[src/rtl/pipe_pkg.sv]
// Shared types for the ID->EX pipeline boundary: default data width,
// payload record and skid-buffer state encoding.
package pipe_pkg;

   localparam int unsigned DATA_W = 32;

   typedef struct packed {
      logic              fp;
      logic [DATA_W-1:0] rs_msg;
      logic [DATA_W-1:0] rt_data;
      logic [DATA_W-1:0] rt_msg;
      logic [DATA_W-1:0] rd_data;
   } payload_t;

   // Encoding equals the occupancy count so occ can be driven straight from state.
   typedef enum logic [1:0] {
      StEmpty = 2'd0,
      StOne   = 2'd1,
      StFull  = 2'd2
   } buf_state_e;

endpackage

[src/rtl/id_ex_skid_buffer.sv]
// Two-entry in-order skid buffer between ID and EX. The head register drives EX;
// the skid register absorbs one payload when EX stalls, so in_ready is purely registered.
module id_ex_skid_buffer
   import pipe_pkg::*;
#(
   parameter int unsigned DATA_W = pipe_pkg::DATA_W
) (
   input  logic              clk,
   input  logic              rst,
   input  logic              in_valid,
   output logic              in_ready,
   input  logic              in_fp,
   input  logic [DATA_W-1:0] in_rs_msg,
   input  logic [DATA_W-1:0] in_rt_data,
   input  logic [DATA_W-1:0] in_rt_msg,
   input  logic [DATA_W-1:0] in_rd_data,
   input  logic              flush,
   output logic              out_valid,
   input  logic              out_ready,
   output logic              out_fp,
   output logic [DATA_W-1:0] out_rs_msg,
   output logic [DATA_W-1:0] out_rt_data,
   output logic [DATA_W-1:0] out_rt_msg,
   output logic [DATA_W-1:0] out_rd_data,
   output logic [1:0]        occ
);

   // Local record so a non-default DATA_W still gets a correctly sized entry.
   typedef struct packed {
      logic              fp;
      logic [DATA_W-1:0] rs_msg;
      logic [DATA_W-1:0] rt_data;
      logic [DATA_W-1:0] rt_msg;
      logic [DATA_W-1:0] rd_data;
   } entry_t;

   buf_state_e state_q, state_d;
   entry_t     head_q, head_d;
   entry_t     skid_q, skid_d;
   entry_t     in_entry;
   logic       push, pop;

   assign in_entry = '{fp: in_fp, rs_msg: in_rs_msg, rt_data: in_rt_data,
                       rt_msg: in_rt_msg, rd_data: in_rd_data};

   assign in_ready  = (state_q != StFull) && !rst;
   assign out_valid = (state_q != StEmpty);
   assign push      = in_valid && in_ready;
   assign pop       = out_valid && out_ready;

   always_comb begin
      state_d = state_q;
      head_d  = head_q;
      skid_d  = skid_q;
      if (flush) begin
         // Squash drops every held payload but leaves the data registers alone.
         state_d = StEmpty;
      end else begin
         unique case (state_q)
            StEmpty: begin
               if (push) begin
                  head_d  = in_entry;
                  state_d = StOne;
               end
            end
            StOne: begin
               if (push && pop) begin
                  head_d = in_entry;
               end else if (push) begin
                  skid_d  = in_entry;
                  state_d = StFull;
               end else if (pop) begin
                  state_d = StEmpty;
               end
            end
            StFull: begin
               if (pop) begin
                  head_d  = skid_q;
                  state_d = StOne;
               end
            end
            default: state_d = StEmpty;
         endcase
      end
   end

   always_ff @(posedge clk or posedge rst) begin
      if (rst) begin
         state_q <= StEmpty;
         head_q  <= '0;
         skid_q  <= '0;
      end else begin
         state_q <= state_d;
         head_q  <= head_d;
         skid_q  <= skid_d;
      end
   end

   assign out_fp      = head_q.fp;
   assign out_rs_msg  = head_q.rs_msg;
   assign out_rt_data = head_q.rt_data;
   assign out_rt_msg  = head_q.rt_msg;
   assign out_rd_data = head_q.rd_data;
   assign occ         = state_q;

endmodule

[config.mk]
export PLATFORM = sky130hd
export DESIGN_NAME = id_ex_skid_buffer
export DESIGN_NICKNAME = d
export VERILOG_FILES = /design/src/rtl/pipe_pkg.sv /design/src/rtl/id_ex_skid_buffer.sv
export SDC_FILE = /design/constraint.sdc
export NUM_CORES = 1
export LEC_CHECK = 0
export BUFFER_PORTS_ARGS = -buffer_cell sky130_fd_sc_hd__clkbuf_2
export CELL_PAD_IN_SITES_DETAIL_PLACEMENT = 2
export CELL_PAD_IN_SITES_GLOBAL_PLACEMENT = 2
export CORE_MARGIN = 1.5
export CORE_UTILIZATION = 38
export CTS_BUF_LIST = sky130_fd_sc_hd__clkbuf_4 sky130_fd_sc_hd__clkbuf_8 sky130_fd_sc_hd__clkbuf_16
export CTS_CLUSTER_DIAMETER = 80
export DETAILED_ROUTE_END_ITERATION = 7
export PLACE_DENSITY = 0.93
export SETUP_SLACK_MARGIN = 0.4
export SYNTH_ARGS = -nofsm -noshare
export SYNTH_HDL_FRONTEND = slang
export SYNTH_SLANG_ARGS = --single-unit
[constraint.sdc]
create_clock -name clk -period 15.5 [get_ports clk]
set_input_delay 2.325 -clock clk [delete_from_list [all_inputs] [get_ports clk]]
set_output_delay 2.325 -clock clk [all_outputs]
set_load 0.02 [all_outputs]
Yosys cells after proc, flatten, opt, wreduce, memory -nomap -nowiden
Cells that the tools add are included.
{"block": "totals", "regBits": 260, "latch_bits": 0, "mem_bits_rw": 0, "rom_bits": 0, "out_inout_bits": 133, "memories": 0}
{"block": "op_classes", "add_sub_neg": 0, "mul": 0, "n_div": 0, "magnitude_cmp": 0, "eq_ne": 10, "shift": 0, "n_mux": 11, "n_bitwise": 2, "reduce_logical": 11}
{"operator": "129-bit 2-to-1 mux", "n": 3}
{"operator": "129-bit one-hot mux with 3 select lines", "n": 1}
{"operator": "2-bit 2-to-1 mux", "n": 6}
{"operator": "3-bit != test (second input constant)", "n": 3}
{"operator": "2-bit != test (second input constant)", "n": 4}
{"operator": "4-bit AND reduction", "n": 2}
{"operator": "2-bit one-hot mux with 3 select lines", "n": 1}
{"operator": "5-bit AND reduction", "n": 1}
{"operator": "1-bit logical AND", "n": 4}
{"operator": "4-bit != test (second input constant)", "n": 1}
{"operator": "3-bit nonzero test", "n": 1}
{"operator": "2-bit by 1-bit == test with 1-bit output (second input constant)", "n": 1}
{"operator": "2-bit == test (second input constant)", "n": 1}
{"operator": "2-bit logical NOT", "n": 1}
{"operator": "1-bit inverter", "n": 2}
{"operator": "2-bit nonzero test", "n": 1}
{"operator": "1-bit logical NOT", "n": 1}

Depth between registers and ports, before layout
{"block": "depth", "word_depth": 7, "mapped_depth": 6}

Least setup slack after synthesis
OpenSTA, ideal clock, no wires.
{"block": "synth_path", "path_type": "in2out", "from": "input port rst", "to": "output port in_ready", "arrival_time_ns": 2.618, "required_time_ns": 13.175, "path_slack_ns": 10.557, "cell_stages": 1, "path_buffers": 0, "cell_sequence": "nor2_1"}
{"block": "synth_between", "elab_chain_len": 2}
{"item": "from (decl)", "line": "id_ex_skid_buffer.sv:9", "text": "input logic rst,"}
{"item": "1-bit logical NOT (no source line)"}
{"item": "1-bit logical AND", "line": "id_ex_skid_buffer.sv:46", "text": "assign in_ready = (state_q != StFull) && !rst;"}
{"item": "to (decl)", "line": "id_ex_skid_buffer.sv:11", "text": "output logic in_ready,"}
Every way passes these cells.

Final worst setup path
Same ends and word-level chain as after synthesis.

==> summary.txt <==
Finish
  – Most frequent cells in the layout: clkbuf_2 (266), dfrtp_1 (260), nor2_1 (131)
  – Layout cell share with drive strength beyond 1: 41.1%
  – Final core occ: 48.4%
  – Area grow syn2layout: 25.2%
  – Commonest non-fill, non-tap cell in the layout: clkbuf_2
  – Nets@finish: 1230
  – Fill cells: 2857

Pwr
  – Leakage: 6.18 nW
  – Flop pwr share: 44.2%
  – Logic pwr share: 19.5%
  – Final Power: 2.03 mW
  – NetSw: 603 uW
  – Clock power share: 36.3%
  – Worst vdd ir: 0.0000903 V
  – Int Pwr: 1.43 mW
  – Power per cell area: 151 nW/um^2
  – Sw frac: 29.7%

GRT
  – First-pass GRT wire length: 48500 um
  – Congestion Overflow GR: 0
  – Vias in the first global route: 8710
  – All-layer global routing usage: 21.2%
  – Initial antenna violation count: 3
  – Largest net degree at the start of global routing: 259

Die
  – Height of the die: 171 um
  – Cell Rows: 61
  – Core box area: 27800 um^2
  – Die W: 171 um
  – Total die area: 29300 um^2
  – Initial Utilization: 38.7%
  – # IOs: 267

Routing
  – Drt first pass iters: 4
  – Antenna viol nets, final: 0
  – Routed len/inst: 20.8 um
  – Vias/cell: 5.08
  – DRC violation count after routing: 0
  – DRT Wirelength: 31200 um
  – DR iter-0 viols: 360
  – Vias: 7628

Clock network
  – CTS tree: done
  – Clk buf depth: 3
  – Cts hold-fix bufs: 0
  – Root Buffer Master: clkbuf_16
  – Clock sink count: 260
  – Num CTS Buffers: 30
  – Post-cts sizing count: 0
  – Post-CTS setup buffers: 0
  – CTS H-Tree Depth: 1
  – Reg clk slew, reported paths: 0.06 ns
  – Clk_lat worst skew: 0.54 ns

Timing
  – Peak Freq: 195 MHz
  – Slew headroom: -1.06%
  – Hold Vio Cnt, Final: 0
  – Period utilisation layout: 33.1%
  – Clk_skew: 0.00629 ns
  – Hold_ws: 0.507 ns
  – Slew Viols, Final: 40
  – Worst-Margin Slew: 1.52 ns
  – RSZ-0062 raised after global routing: no
  – Tmin final: 5.13 ns
  – Final setup vio count: 0
  – Post-Route Setup TNS: 0 ns

Worst setup path
  – Worst EP required: 13.18 ns
  – Crit path max fanout: 5
  – Critical Path Sink Type: output port
  – Crit path arrival time: 2.81 ns
  – Startpoint Class: input pin
  – Crit Path Category: in -> out

Synthesis
  – Synth Area in Simple Gates: 5.29%
  – Share of async-settable or async-resettable flops after synthesis: 100%
  – Seq/Total Area, Yosys: 60.6%
  – XOR/XNOR Fraction of Synth Area: 0%
  – Post-synthesis register bit count: 260
  – Post-Synthesis Cells: 850
  – Syn nets: 984
  – Number of flops mapped to enable cells by yosys: 0
  – Mux contribution to synthesized area: 25.5%
  – Average cell area after synthesis: 12.6 um^2
  – Largest family of logic cells by synthesized area: multiplexers
  – Post-synth top flop: dfrtp_1
  – Adder-Cell Fraction of Synth Area: 0%
  – Yosys warns: 0
  – Post-synthesis cell type count: 20
  – Synth Area in Compound Gates: 6.26%
  – Cell area after synthesis: 10700 um^2

Placement
  – Buffers on Ports: 266
  – GPL Wtd Cong: 0.770
  – Post-DP HPWL: 19800 um

Outcome
  – Status: finished, violations left
  – Failing checks: slew limit

Hold path
  – Worst min-delay path category: reg -> reg

Job
  – Total of max-cap violations: 0
[layout make-up]
type,count,area [um^2],share of cell area (%)
diodes,3,7.51,0.0558
clock buffers,48,928,6.90
clock inverters,8,118,0.874
inverters,1,11.3,0.0837
multi-input cells,532,4000,29.7
flip-flops and latches,260,6510,48.4
well taps,378,473,3.52
repair buffers,271,1410,10.5
[stage by stage]
stage,std cells,cell area [um^2],setup slack [ns]
floorplan,850,10700,6.02
global placement,1442,12400,10.42
detailed placement,1442,12400,10.37
CTS,1498,13400,10.36
global route,1501,13500,10.31
finish,1501,13500,10.37
[state kept, by name (all words and copies together) (netlist names)]
name and flops:
out_rd_data 32, out_rt_msg 32, out_fp 1, out_rt_data 32, skid_q 129, occ 2
out_rs_msg 32
[synth_stat cells, types with 2 or more instances]
master,number,area share [%]
buf_2,27,1.3
dfrtp_1,260,61
a21oi_1,129,6.0
nand2_1,3,0.10
clkbuf_1,26,0.91
mux2_2,129,14
nor2_1,131,4.6
nor2b_1,2,0.12
mux2i_1,129,12
buf_1,4,0.14
[final timing paths]
kind	start	to	slack [ns]	cells after the start
max	rst	in_ready	10.37	3
max in group asynchronous	rst	skid_q[34]	11.94	3
min reg2reg	skid_q[106]	skid_q[106]	0.51	1
max reg2reg	occ[0]	out_rs_msg[6]	12.69	5
min in group asynchronous	rst	out_rs_msg[0]	2.01	2
min	skid_q[106]	skid_q[106]	0.51	1
[power by group through the flow]
stage / sequential, mW / clock [mW] / combinational (mW)
after CTS: 0.899 / 0.758 / 0.405
final: 0.897 / 0.738 / 0.397
after global placement: 0.889 / 0 / 0.373
after global routing: 0.914 / 0.783 / 0.433
after floorplan: 0.976 / 0 / 0.155
after detailed placement: 0.906 / 0 / 0.398
[logic make-up after synthesis]
logic type / Yosys count
AOI/OAI and AO/OA: 132
and+or+nand+nor: 142
DFF: 260
buffers and inverters: 58
muxes: 258
[worst max-delay path, stage by stage]
cell      delay, ns
clkbuf_2       0.15
nor2_1         0.14
clkbuf_2       0.19
[per-layer routing]
| layer | vias to the layer above | part of all wire [%] | global-route usage [%] |
|---|---|---|---|
| li1 | 3459 | - | - |
| met1 | 3933 | 38 | 24.0 |
| met2 | 189 | 53 | 38.9 |
| met3 | 47 | 6.7 | 5.78 |
| met4 | 0 | 2.5 | 5.87 |
| met5 | - | 0 | 0 |
(Power assumes the default switching activity.)
